<file path="config.mk">
export PLATFORM = sky130hd
export DESIGN_NAME = sync_pulse_decoder
export DESIGN_NICKNAME = d
export VERILOG_FILES = /design/src/rtl/sync_pulse_decoder.sv
export SDC_FILE = /design/constraint.sdc
export NUM_CORES = 1
export LEC_CHECK = 0
export CORE_AREA = 4 4 97 99
export CTS_BUF_LIST = sky130_fd_sc_hd__clkbuf_8
export CTS_CLUSTER_DIAMETER = 120
export DETAILED_ROUTE_END_ITERATION = 6
export DIE_AREA = 0 0 101 103
export SYNTH_ARGS = -nofsm -noshare
export SYNTH_HDL_FRONTEND = slang
export SYNTH_SLANG_ARGS = --single-unit
</file>
<file path="constraint.sdc">
create_clock -name clk -period 2.55 [get_ports clk]
set_input_delay 0.765 -clock clk [delete_from_list [all_inputs] [get_ports clk]]
set_output_delay 0.765 -clock clk [all_outputs]
set_load 0.005 [all_outputs]
</file>
<file path="src/rtl/sync_pulse_decoder.sv">
// Recovers column/row position from h/v sync pulses and tracks lock to the stream.
// Define SYNC_PULSE_DECODER_ERR_CNT_EN to build the saturating error tally on err_count.
module sync_pulse_decoder #(
  parameter int DISP_COLS  = 640,
  parameter int DISP_ROWS  = 480,
  parameter int TOTAL_COLS = 800,
  parameter int TOTAL_ROWS = 525
) (
  input  logic        clk,
  input  logic        rst,
  input  logic        h_sync,
  input  logic        v_sync,
  output logic [11:0] col_count,
  output logic [11:0] row_count,
  output logic        h_sync_out,
  output logic        v_sync_out,
  output logic        active,
  output logic        frame_start,
  output logic        locked,
  output logic        sync_error,
  output logic [15:0] err_count
);

  localparam logic [11:0] COL_LAST      = 12'(TOTAL_COLS - 1);
  localparam logic [11:0] ROW_LAST      = 12'(TOTAL_ROWS - 1);
  localparam logic [11:0] COL_DISP_LAST = 12'(DISP_COLS - 1);
  localparam logic [11:0] ROW_DISP_LAST = 12'(DISP_ROWS - 1);
  localparam logic [11:0] COL_DISP      = 12'(DISP_COLS);
  localparam logic [11:0] ROW_DISP      = 12'(DISP_ROWS);

  typedef enum logic [1:0] {SEARCH, TRACK, LOCKED} state_t;

  state_t      state_q, state_d;
  logic        h_s1_q, h_s2_q, v_s1_q, v_s2_q;
  logic        h_rise, h_fall, v_rise, v_fall;
  logic [11:0] col_q, col_d, row_q, row_d;
  logic        col_timeout, row_timeout, violation, err_d;
  logic        fs_q;
  logic [11:0] col_out_q, row_out_q;
  logic        h_out_q, v_out_q, active_q, fs_out_q, locked_q, err_q;

  always_comb begin
    h_rise = h_s1_q & ~h_s2_q;
    h_fall = ~h_s1_q & h_s2_q;
    v_rise = v_s1_q & ~v_s2_q;
    v_fall = ~v_s1_q & v_s2_q;

    col_d       = col_q;
    col_timeout = 1'b0;
    if (h_rise) begin
      col_d = '0;
    end else if (col_q == COL_LAST) begin
      col_timeout = 1'b1;
    end else begin
      col_d = col_q + 12'd1;
    end

    // Rows advance only on line starts; a missing frame start pins the row at the last line.
    row_d       = row_q;
    row_timeout = 1'b0;
    if (h_rise) begin
      if (v_rise) begin
        row_d = '0;
      end else if (row_q == ROW_LAST) begin
        row_timeout = 1'b1;
      end else begin
        row_d = row_q + 12'd1;
      end
    end

    violation = (h_rise && (col_q != COL_LAST))
             || (h_fall && (col_q != COL_DISP_LAST))
             || (v_rise && (row_q != ROW_LAST))
             || (v_fall && !(h_rise && (row_q == ROW_DISP_LAST)))
             || col_timeout || row_timeout;
    err_d = violation && (state_q != SEARCH);

    state_d = state_q;
    case (state_q)
      SEARCH: if (v_rise) state_d = TRACK;
      TRACK: begin
        if (err_d) state_d = SEARCH;
        else if (v_rise) state_d = LOCKED;
      end
      LOCKED: if (err_d) state_d = SEARCH;
      default: state_d = SEARCH;
    endcase
  end

  always_ff @(posedge clk) begin
    if (rst) begin
      state_q   <= SEARCH;
      h_s1_q    <= 1'b0;
      h_s2_q    <= 1'b0;
      v_s1_q    <= 1'b0;
      v_s2_q    <= 1'b0;
      col_q     <= '0;
      row_q     <= '0;
      fs_q      <= 1'b0;
      err_q     <= 1'b0;
      col_out_q <= '0;
      row_out_q <= '0;
      h_out_q   <= 1'b0;
      v_out_q   <= 1'b0;
      active_q  <= 1'b0;
      fs_out_q  <= 1'b0;
      locked_q  <= 1'b0;
    end else begin
      state_q   <= state_d;
      h_s1_q    <= h_sync;
      h_s2_q    <= h_s1_q;
      v_s1_q    <= v_sync;
      v_s2_q    <= v_s1_q;
      col_q     <= col_d;
      row_q     <= row_d;
      fs_q      <= h_rise & v_rise;
      err_q     <= err_d;
      // Output stage: one more register so counters line up with the twice-delayed syncs.
      col_out_q <= col_q;
      row_out_q <= row_q;
      h_out_q   <= h_s2_q;
      v_out_q   <= v_s2_q;
      active_q  <= (col_q < COL_DISP) && (row_q < ROW_DISP);
      fs_out_q  <= fs_q;
      locked_q  <= (state_q == LOCKED);
    end
  end

  assign col_count   = col_out_q;
  assign row_count   = row_out_q;
  assign h_sync_out  = h_out_q;
  assign v_sync_out  = v_out_q;
  assign active      = active_q;
  assign frame_start = fs_out_q;
  assign locked      = locked_q;
  assign sync_error  = err_q;

`ifdef SYNC_PULSE_DECODER_ERR_CNT_EN
  logic [15:0] err_cnt_q;

  always_ff @(posedge clk) begin
    if (rst) begin
      err_cnt_q <= '0;
    end else if (err_d && (err_cnt_q != 16'hFFFF)) begin
      err_cnt_q <= err_cnt_q + 16'd1;
    end
  end

  assign err_count = err_cnt_q;
`else
  assign err_count = '0;
`endif

endmodule

</file>
==> results.yml <==
final_layout:
  drive_gt1_share_pct: 9.62
  final_nets: 293
  regArea_mm2: 0.00122
  area_delta_synth_final_pct: 26.9
  fin_area_mm2: 0.00306
  n_antenna_cell: 0
  fillers: 856
  multi_input_area_mm2: 0.00107
sta:
  finalCritPeriodShare_pct: 77.5
  setup_tns_ns: 0
  finalWorstSetupSlack_ns: 0.575
  slew_viol_final: 0
  slew_headroom_pct: 46.7
  hold_violations: 0
  skew_ns: 0.00967
  tightest_slew_ns: 0.798
  rsz0062_at_grt: "false"
  setup_viol: 0
  hold_slack_ns: 0.438
  fin_crit_ns: 1.98
  fmax_mhz: 506
critical_path:
  end_kind: "register"
  critPathMaxStageDelay_ns: 0.41
  r2r_cells: 6
  path_buf_inv: 0
  arrival_ns: 2.26
  critPathTopFamily: "simple AND/OR/NAND/NOR gates"
  worstPathRequired_ns: 2.84
  cp-start-kind: "register"
  path_cells: "ha_1 > and3_1 > nand4_2 > a21o_1 > a211oi_2 > and4b_1"
  crit_type: "reg -> reg"
  crit_fanout: 9
  crit_path_top_delay_cell: "dfxtp_1"
  crit_cells: 6
yosys:
  synth_cells: 249
  avgSynthCellArea_um2: 9.67
  synth_async_sr_flop_share_pct: 0
  synthMuxAreaShare_pct: 1.35
  yosysWarnings: 0
  synth-seq-cells: 61
  synth_cell_types: 43
  synth_compound_area_share_pct: 5.09
  synth_edf_count: 0
  synthFlopType: "dfxtp_1"
  yosys.area_share.simple_pct: 27.0
  synth_adder_area_share_pct: 1.56
  netlist_area_mm2: 0.00241
  synth_top_family_by_area: "simple AND/OR/NAND/NOR gates"
  synthXorXnorAreaFrac_pct: 6.91
  synth_top_area_cell: "dfxtp_1"
  synth_top_area_share_pct: 50.7
  yosys-top-cells-area: "dfxtp_1 51%, nor2b_1 8.1%, buf_4 5.0%, nor2_1 4.8%, xor2_1 3.6%"
  yosysSeqAreaShare_pct: 50.7
clock_tree:
  cts.sinks: 61
  cts_setup_buffers: 0
  clk-insertion-delay-late_ns: 0.34
  root_buffer: "clkbuf_8"
  cts-hold-fix-buffers: 0
  clk_pin_slew_ns: 0.07
  cts_tree: "done"
  cts_buffers: 9
  clockBufferDepth: 2
  cts-resized-gates: 0
  h-tree-depth: 3
grt:
  met3_usage_pct: 3.72
  grt_max_degree: 18
  met1_usage_pct: 10.9
  grt_pass1_wl_mm: 7.62
  grt_pass1_vias: 1641
  grt.met2_usage_pct: 15.5
  grt_overflow: 0
  busiest_layer: "met2"
  antenna_found_initial: 0
  grt_use_total_pct: 9.58
placement:
  dp_hpwl_mm: 3.28
  place_congestion: 0.779
  placed_cell_area_mm2: 0.00280
  port_buffers: 33
  dp_worst_setup_slack_ns: 0.581
detailed_routing:
  firstDrtPassIters: 4
  finalWirelength_mm: 4.62
  drtIter0Drc: 67
  vias: 1728
  antenna_left: 0
  viasPerCell: 4.33
  drcViolationCount: 0
  wl_per_cell_um: 11.6
power:
  leakagePower_uw: 0.00114
  power.density_mw_per_mm2: 701
  vdd_drop_max_uv: 222
die:
  design.core.area_mm2: 0.00855
  start_util_pct: 28.2
  dieArea_mm2: 0.0104
  rows: 34
  ioPinCount: 50
  die_h_um: 103
  chipWidth_um: 101
min_path:
  holdPathStages: 1
  hold_class: "reg -> reg"
flow_run:
  cap_violations: 0
outcome:
  outcome: "completed"
==> per-layer routing <==
metal | part of all wire (%) | vias to the layer above
met5 | 0 | -
met4 | 1.9 | 0
met3 | 6.3 | 6
met2 | 47 | 41
met1 | 45 | 812
li1 | - | 869
==> per-stage QoR <==
stage	instances	util (%)	total power, uW
2_1_floorplan	264	-	1070
3_3_place_gp	383	32.7	1080
3_5_place_dp	383	32.7	1080
4_1_cts	399	35.7	2180
5_1_grt	399	35.7	2230
6_report	399	35.7	2140
==> registers in the layout (all words and copies together), names as in the netlist, 2 cells and up <==
signal     cells
row_q         12
row_count     12
col_count     12
col_q         12
state_q        2
==> cell usage after synthesis, types with 3 or more instances <==
| cell type | n |
|---|---|
| nand3_1 | 7 |
| nor2b_1 | 31 |
| xnor2_1 | 9 |
| nor3_1 | 3 |
| nor2_1 | 31 |
| o21ai_0 | 4 |
| ha_1 | 3 |
| xor2_1 | 10 |
| clkbuf_1 | 7 |
| buf_4 | 16 |
| nand2_1 | 11 |
| nor4_1 | 4 |
| inv_1 | 5 |
| nand4_1 | 5 |
| nand2b_1 | 7 |
| dfxtp_1 | 61 |
| a211oi_1 | 3 |
==> report_power, final <==
group	total [uW]	switching, uW	internal, uW
Combinational	81.3	46.0	35.4
Sequential	978	11.0	967
Clock	1080	378	704
==> area by class of cell <==
type / instances / share of cell area [%]
Sequential cell: 61 / 40.0
Multi-Input combinational cell: 173 / 35.0
Timing Repair Buffer: 36 / 11.5
Clock buffer: 11 / 4.95
Tap cell: 108 / 4.42
Clock inverter: 5 / 3.48
Inverter: 5 / 0.614
==> worst register-to-register path: stages (launching register included) <==
cell	delay, ns
dfxtp_1	0.41
ha_1	0.19
and3_1	0.28
nand4_2	0.29
a21o_1	0.25
a211oi_2	0.28
and4b_1	0.21
==> layout by cell type, fill, tap and decap left out, drive strengths merged, types with 3 or more instances in the layout <==
master,netlist,final
a211oi,5,5
clkbuf,7,11
inv,5,5
nor3,3,3
bufinv,0,3
nand2b,7,7
nor4,5,5
conb,1,16
buf,18,3
dfxtp,61,61
xor2,10,10
ha,3,3
nor2b,31,31
nand4,6,6
a21oi,3,3
nand2,11,11
o21ai,4,4
clkdlybuf4s50,0,33
xnor2,9,9
nor2,31,31
nand3,7,7
==> logic make-up after synthesis <==
kind of cell / count (synthesis)
flip-flops: 61
other: 1
AO/OA/AOI/OAI: 17
multiplexers: 3
adder cells (fa/ha/maj): 3
XOR/XNOR: 19
buffers and inverters: 30
AND/OR/NAND/NOR: 115
==> final timing paths <==
check	start	to	slack, ns
worst max-delay path	col_q[1]$_SDFFE_PP0N_	state_q[1]$_SDFFE_PP0P_	0.57
worst min-delay path	fs_q$_SDFF_PP0_	frame_start$_SDFF_PP0_	0.44
worst max register to register	col_q[1]$_SDFFE_PP0N_	state_q[1]$_SDFFE_PP0P_	0.57
worst min register to register	fs_q$_SDFF_PP0_	frame_start$_SDFF_PP0_	0.44
Note: power is estimated with default switching activity, not from simulation.
